### config.mk
export PLATFORM = sky130hd
export DESIGN_NAME = bcd_display_scanner
export DESIGN_NICKNAME = d
export VERILOG_FILES = /design/src/rtl/bcd_display_scanner.sv
export SDC_FILE = /design/constraint.sdc
export NUM_CORES = 1
export LEC_CHECK = 0
export CORE_UTILIZATION = 30
export DETAILED_ROUTE_END_ITERATION = 7
export GPL_TIMING_DRIVEN = 0
export SLEW_MARGIN = 25
export SYNTH_ARGS = -nofsm -noshare
export SYNTH_HDL_FRONTEND = slang
export SYNTH_SLANG_ARGS = --single-unit
### constraint.sdc
create_clock -name clk -period 2.65 [get_ports clk]
set_input_delay 0.6625 -clock clk [delete_from_list [all_inputs] [get_ports clk]]
set_output_delay 0.6625 -clock clk [all_outputs]
set_load 0.02 [all_outputs]
### src/rtl/bcd_display_scanner.sv
// -----------------------------------------------------------------------------
// bcd_display_scanner
//
// Time-multiplexed driver for a 5-digit common-anode seven-segment display.
//
// The five BCD digits are captured into a shadow register on a load strobe.
// One digit is shown per refresh slot of REFRESH_DIV clocks. Optional
// leading-zero blanking darkens high-order zero positions but keeps their
// timeslots. All pin-facing outputs are registered.
//
// Ports
//   clk          : system clock, rising edge
//   reset        : synchronous, active-high reset
//   load         : 1 = capture all five digit inputs at this edge
//   tenthousands : BCD digit, position 4 (leftmost)
//   thousands    : BCD digit, position 3
//   hundreds     : BCD digit, position 2
//   tens         : BCD digit, position 1
//   ones         : BCD digit, position 0 (rightmost)
//   blank_lz     : 1 = enable leading-zero blanking
//   an           : anode enables, bit k drives position k
//   seg          : segments {g,f,e,d,c,b,a}
//   frame_done   : one-cycle pulse when a full 5-digit scan completes
// -----------------------------------------------------------------------------
module bcd_display_scanner #(
  parameter int REFRESH_DIV      = 100000,
  parameter bit ANODE_ACTIVE_LOW = 1'b1,
  parameter bit SEG_ACTIVE_LOW   = 1'b1
) (
  input  logic       clk,
  input  logic       reset,
  input  logic       load,
  input  logic [3:0] tenthousands,
  input  logic [3:0] thousands,
  input  logic [3:0] hundreds,
  input  logic [3:0] tens,
  input  logic [3:0] ones,
  input  logic       blank_lz,
  output logic [4:0] an,
  output logic [6:0] seg,
  output logic       frame_done
);

  localparam int            PW        = (REFRESH_DIV > 2) ? $clog2(REFRESH_DIV) : 1;
  localparam logic [PW-1:0] PRE_LAST  = PW'(REFRESH_DIV - 1);
  localparam logic [4:0]    AN_OFF    = {5{ANODE_ACTIVE_LOW}};
  localparam logic [6:0]    SEG_OFF   = {7{SEG_ACTIVE_LOW}};

  // Active-high segment pattern for one BCD digit; illegal codes show a dash.
  function automatic logic [6:0] f_seg7(input logic [3:0] i_digit);
    logic [6:0] v_seg;
    case (i_digit)
      4'd0:    v_seg = 7'h3F;
      4'd1:    v_seg = 7'h06;
      4'd2:    v_seg = 7'h5B;
      4'd3:    v_seg = 7'h4F;
      4'd4:    v_seg = 7'h66;
      4'd5:    v_seg = 7'h6D;
      4'd6:    v_seg = 7'h7D;
      4'd7:    v_seg = 7'h07;
      4'd8:    v_seg = 7'h7F;
      4'd9:    v_seg = 7'h6F;
      default: v_seg = 7'h40;
    endcase
    return v_seg;
  endfunction

  logic [3:0]    r_digit [0:4];
  logic [PW-1:0] r_prescale;
  logic [2:0]    r_index;
  logic          r_wrap;

  logic          w_tick;
  logic [4:0]    w_zero_from;
  logic [3:0]    w_cur_digit;
  logic [4:0]    w_an_onehot;
  logic          w_blank;
  logic [4:0]    w_an_next;
  logic [6:0]    w_seg_next;

  assign w_tick = (r_prescale == PRE_LAST);

  // Shadow digit register: captures all five digits on load, holds otherwise.
  always_ff @(posedge clk) begin
    if (reset) begin
      for (int k = 0; k < 5; k++) begin
        r_digit[k] <= 4'd0;
      end
    end else if (load) begin
      r_digit[4] <= tenthousands;
      r_digit[3] <= thousands;
      r_digit[2] <= hundreds;
      r_digit[1] <= tens;
      r_digit[0] <= ones;
    end else begin
      for (int k = 0; k < 5; k++) begin
        r_digit[k] <= r_digit[k];
      end
    end
  end

  // Refresh prescaler and digit index; r_wrap marks the first cycle of index 0
  // after a 4 -> 0 wrap so frame_done lines up with the other outputs.
  always_ff @(posedge clk) begin
    if (reset) begin
      r_prescale <= '0;
      r_index    <= 3'd0;
      r_wrap     <= 1'b0;
    end else begin
      if (w_tick) begin
        r_prescale <= '0;
        r_index    <= (r_index == 3'd4) ? 3'd0 : (r_index + 3'd1);
      end else begin
        r_prescale <= r_prescale + PW'(1);
        r_index    <= r_index;
      end
      r_wrap <= w_tick && (r_index == 3'd4);
    end
  end

  // Digit select, leading-zero detection and next output values.
  // w_zero_from[k] is 1 when every shadow digit from position k to 4 is zero.
  always_comb begin
    w_zero_from    = 5'b00000;
    w_cur_digit    = 4'd0;
    w_an_onehot    = 5'b00000;
    w_blank        = 1'b0;
    w_an_next      = 5'b00000;
    w_seg_next     = 7'h00;

    w_zero_from[4] = (r_digit[4] == 4'd0);
    for (int k = 3; k >= 0; k--) begin
      w_zero_from[k] = w_zero_from[k+1] & (r_digit[k] == 4'd0);
    end

    case (r_index)
      3'd0:    begin w_cur_digit = r_digit[0]; w_an_onehot = 5'b00001; end
      3'd1:    begin w_cur_digit = r_digit[1]; w_an_onehot = 5'b00010; end
      3'd2:    begin w_cur_digit = r_digit[2]; w_an_onehot = 5'b00100; end
      3'd3:    begin w_cur_digit = r_digit[3]; w_an_onehot = 5'b01000; end
      3'd4:    begin w_cur_digit = r_digit[4]; w_an_onehot = 5'b10000; end
      default: begin w_cur_digit = 4'd0;       w_an_onehot = 5'b00000; end
    endcase

    // Position 0 is never blanked so an all-zero value still shows "0".
    if (blank_lz && (r_index != 3'd0) && (r_index <= 3'd4)) begin
      w_blank = w_zero_from[r_index];
    end else begin
      w_blank = 1'b0;
    end

    if (w_blank) begin
      w_an_next  = 5'b00000;
      w_seg_next = 7'h00;
    end else begin
      w_an_next  = w_an_onehot;
      w_seg_next = f_seg7(w_cur_digit);
    end
  end

  // Registered pin outputs with polarity applied; dark during reset.
  always_ff @(posedge clk) begin
    if (reset) begin
      an         <= AN_OFF;
      seg        <= SEG_OFF;
      frame_done <= 1'b0;
    end else begin
      an         <= w_an_next ^ AN_OFF;
      seg        <= w_seg_next ^ SEG_OFF;
      frame_done <= r_wrap;
    end
  end

endmodule

==> results.cfg <==
[grt]
grt_pass1_wl_mm = 8.56
grt_remaining_overflow = 0
grtUsageMet3 = 0.0218
grt_busiest_layer = met2
antenna_found_initial = 0
grt_start_max_net_pins = 21
track_usage = 0.125
use_met1 = 0.170
grt_pass1_vias = 1803
use_met2 = 0.195

[logic_synthesis]
synthAdderAreaFrac = 0.0592
synthXorXnorAreaFrac = 0.0518
synth_area_um2 = 2540
syn_area_per_cell_um2 = 10.0
netlist_instances = 253
yosysTopAreaCell = dfxtp_1
yosysWarningCount = 0
synth_top_family_by_area = simple AND/OR/NAND/NOR gates
synth_area_leaders = dfxtp_1 (27%), edfxtp_1 (24%), ha_1 (5.9%), nor2b_1 (5.4%), nor2_1 (4.4%)
syn_nets = 289
synthMuxAreaShare = 0.0158
ys_types = 46
synth_top_cell_area_share = 0.268
synthSimpleGateAreaFrac = 0.226
async_reset_ff_frac = 0
synth_edf_count = 20
ys_seq_area_frac = 0.505
synth_compound_area_frac = 0.102
synth_common_cells = dfxtp_1 (34), nor2_1 (30), nor2b_1 (22)
synth-seq-cells = 54
yosysMostFrequentCell = dfxtp_1
synth_ff_type = dfxtp_1

[flow_run]
max_cap_viol_count = 0

[routing]
ant_nets = 0
post-route-drc-count = 0
routed_wl_mm = 4.96
dr.pass1.iters = 4
wl_per_cell_um = 12.4
first_iter_violations = 122
vias = 1927
via_per_inst = 4.82

[critical_path]
start_kind = register
crit_path_frequent_cell = ha_1
arrival_ns = 2.64
crit_required_ns = 2.87
crit_path_end_kind = register
r2r_cells = 8
slowest_stage = o21bai_1
crit_type = register to register
crit_path_max_incr_delay_ns = 0.44
cp_cell_sequence = inv_1 -> ha_1 -> nor3_1 -> o21bai_1 -> nand3_1 -> ha_1 -> or3_1 -> o2111ai_1
path_delay_family = simple AND/OR/NAND/NOR gates
cp.depth = 8
crit_buf_inv = 1
path_max_fanout = 8

[sta]
fin_skew_ns = 0.0125
setup_viol = 0
hold_viol_final = 0
tightestPinTransition_ns = 0.522
rsz0062_at_grt = no
drv_slew = 0
min_period_ns = 2.42
fmax_ghz = 0.413
max-slew-margin-rel = 0.651
post-route-period-util = 0.915

[finish]
area_growth_pct = 23.2
drive_above_1_share = 0.0678
final_util = 0.381
register_area_um2 = 1290
final_cells = 400
final_nets = 330
diodes = 0
nFillCells = 811
multi_input_area_um2 = 1160

[floorplanning]
rows = 33
die_area_um2 = 8830
core_area_um2 = 8220
fp.dieH_um = 94.0
die_w_um = 94.0
io_pins = 37
start_util = 0.309

[pwr]
leakage_nw = 1.13
clkPwrFrac = 0.287
ir_worst_vdd_uv = 191
switching_share = 0.250
power_density_nw_per_um2 = 511
seqPwrFrac = 0.586
p_comb_frac = 0.127
p_int_mw = 1.20
p_sw_uw = 399

[placement]
dpl.hpwl_mm = 3.68
dp.cells = 394
gp_congestion = 0.885
place.port_buffers = 36

[clock_tree]
cts_root_buf = clkbuf_8
numCtsBuffers = 5
clkSinkCount = 54
clk_latency_ns = 0.31
ctsHtreeMaxLevel = 2
cts_buffer_depth = 2
cts_tree = done
clk_pin_slew_ns = 0.10
hold_buffers = 0

[hold_path]
hold_class = register to register
min_path_cells = 1

[status]
outcome = finished, final reports clean
## cells by family (layout without fill, tap and decap cells)
kind of cell	count (synthesis)	count (layout)
compound gates	36	36
xor+xnor	15	15
fa+ha+maj	12	12
buf+inv	20	62
flops	54	54
mux	4	4
simple gates	112	112
## worst paths after layout
check | start | to | slack, ns
worst max register to register | r_index[0] | seg[5] | 0.23
worst min register to register | r_wrap | frame_done | 0.45
worst min-delay path | r_wrap | frame_done | 0.45
worst max-delay path | r_index[0] | seg[5] | 0.23
## flip-flops by register name, indices dropped and copies added (netlist names)
signal and flops:
r_wrap 1, an 5, r_prescale 17, frame_done 1, r_digit 20, r_index 3
seg 7
## power by group through the flow
stage	clock [mW]	combinational, mW	sequential [mW]
detailed placement	0	0.200	0.957
floorplan	0	0.0977	0.964
global route	0.518	0.226	0.943
finish	0.459	0.204	0.937
CTS	0.476	0.201	0.937
global placement	0	0.198	0.956
## layer usage
metal | vias to the layer above | share of wire | wire length, µm
met5 | - | 0 | 0
met4 | 0 | 0.022 | 108
met3 | 10 | 0.061 | 302
met2 | 63 | 0.45 | 2230
met1 | 882 | 0.47 | 2320
li1 | 972 | - | -
## cell type report
type | instances | share of cell area
flip-flops and latches | 54 | 0.411
multi-input cells | 179 | 0.371
repair buffers | 37 | 0.118
well taps | 105 | 0.0420
clock buffers | 6 | 0.0232
plain buffers | 9 | 0.0208
inverters | 8 | 0.00960
clock inverters | 2 | 0.00440
## what timing repair did
action                                  in CTS  in global routing
gates resized for setup                      2                  9
endpoints found under the hold margin        0                  0
buffers inserted                             0                  1
endpoints found under the setup margin       7                 31
gates cloned                                 0                  0
pin swaps                                    0                  2
## metrics by stage
step                area (µm²)  hold WS [ns]  setup TNS, ns  setup WS, ns  total power [mW]
floorplan                 2540         0.414              0         0.177              1.06
global placement          3030         0.443          -5.41        -0.316              1.15
detailed placement        3030         0.435          -6.00        -0.303              1.16
CTS                       3110         0.458              0        0.0156              1.61
global route              3130         0.469              0       0.00632              1.69
finish                    3130         0.449              0         0.226              1.60
## cells in the final DEF (no fill, tap or decap), types with 2 or more instances in the layout
cell / netlist / routed
and3_2: 2 / 2
o21ai_0: 5 / 4
nor4_1: 7 / 7
clkbuf_1: 8 / 4
a21oi_1: 5 / 5
nor2b_1: 22 / 22
xnor2_1: 5 / 5
nand3b_1: 2 / 2
nor2_1: 30 / 30
a222oi_1: 2 / 2
ha_1: 12 / 12
mux2i_1: 4 / 4
clkdlybuf4s50_1: 0 / 36
o2111ai_1: 3 / 3
buf_6: 2 / 2
dfxtp_1: 34 / 32
nand4_1: 3 / 3
nor3_1: 4 / 4
edfxtp_1: 20 / 20
inv_1: 8 / 8
a31oi_1: 2 / 2
clkbuf_8: 0 / 5
nand3_1: 13 / 13
a22oi_1: 5 / 5
nand2_1: 18 / 17
xor2_1: 10 / 10
o211ai_1: 4 / 4
a21o_1: 2 / 2
No activity file was read; power rests on OpenSTA's default activity.
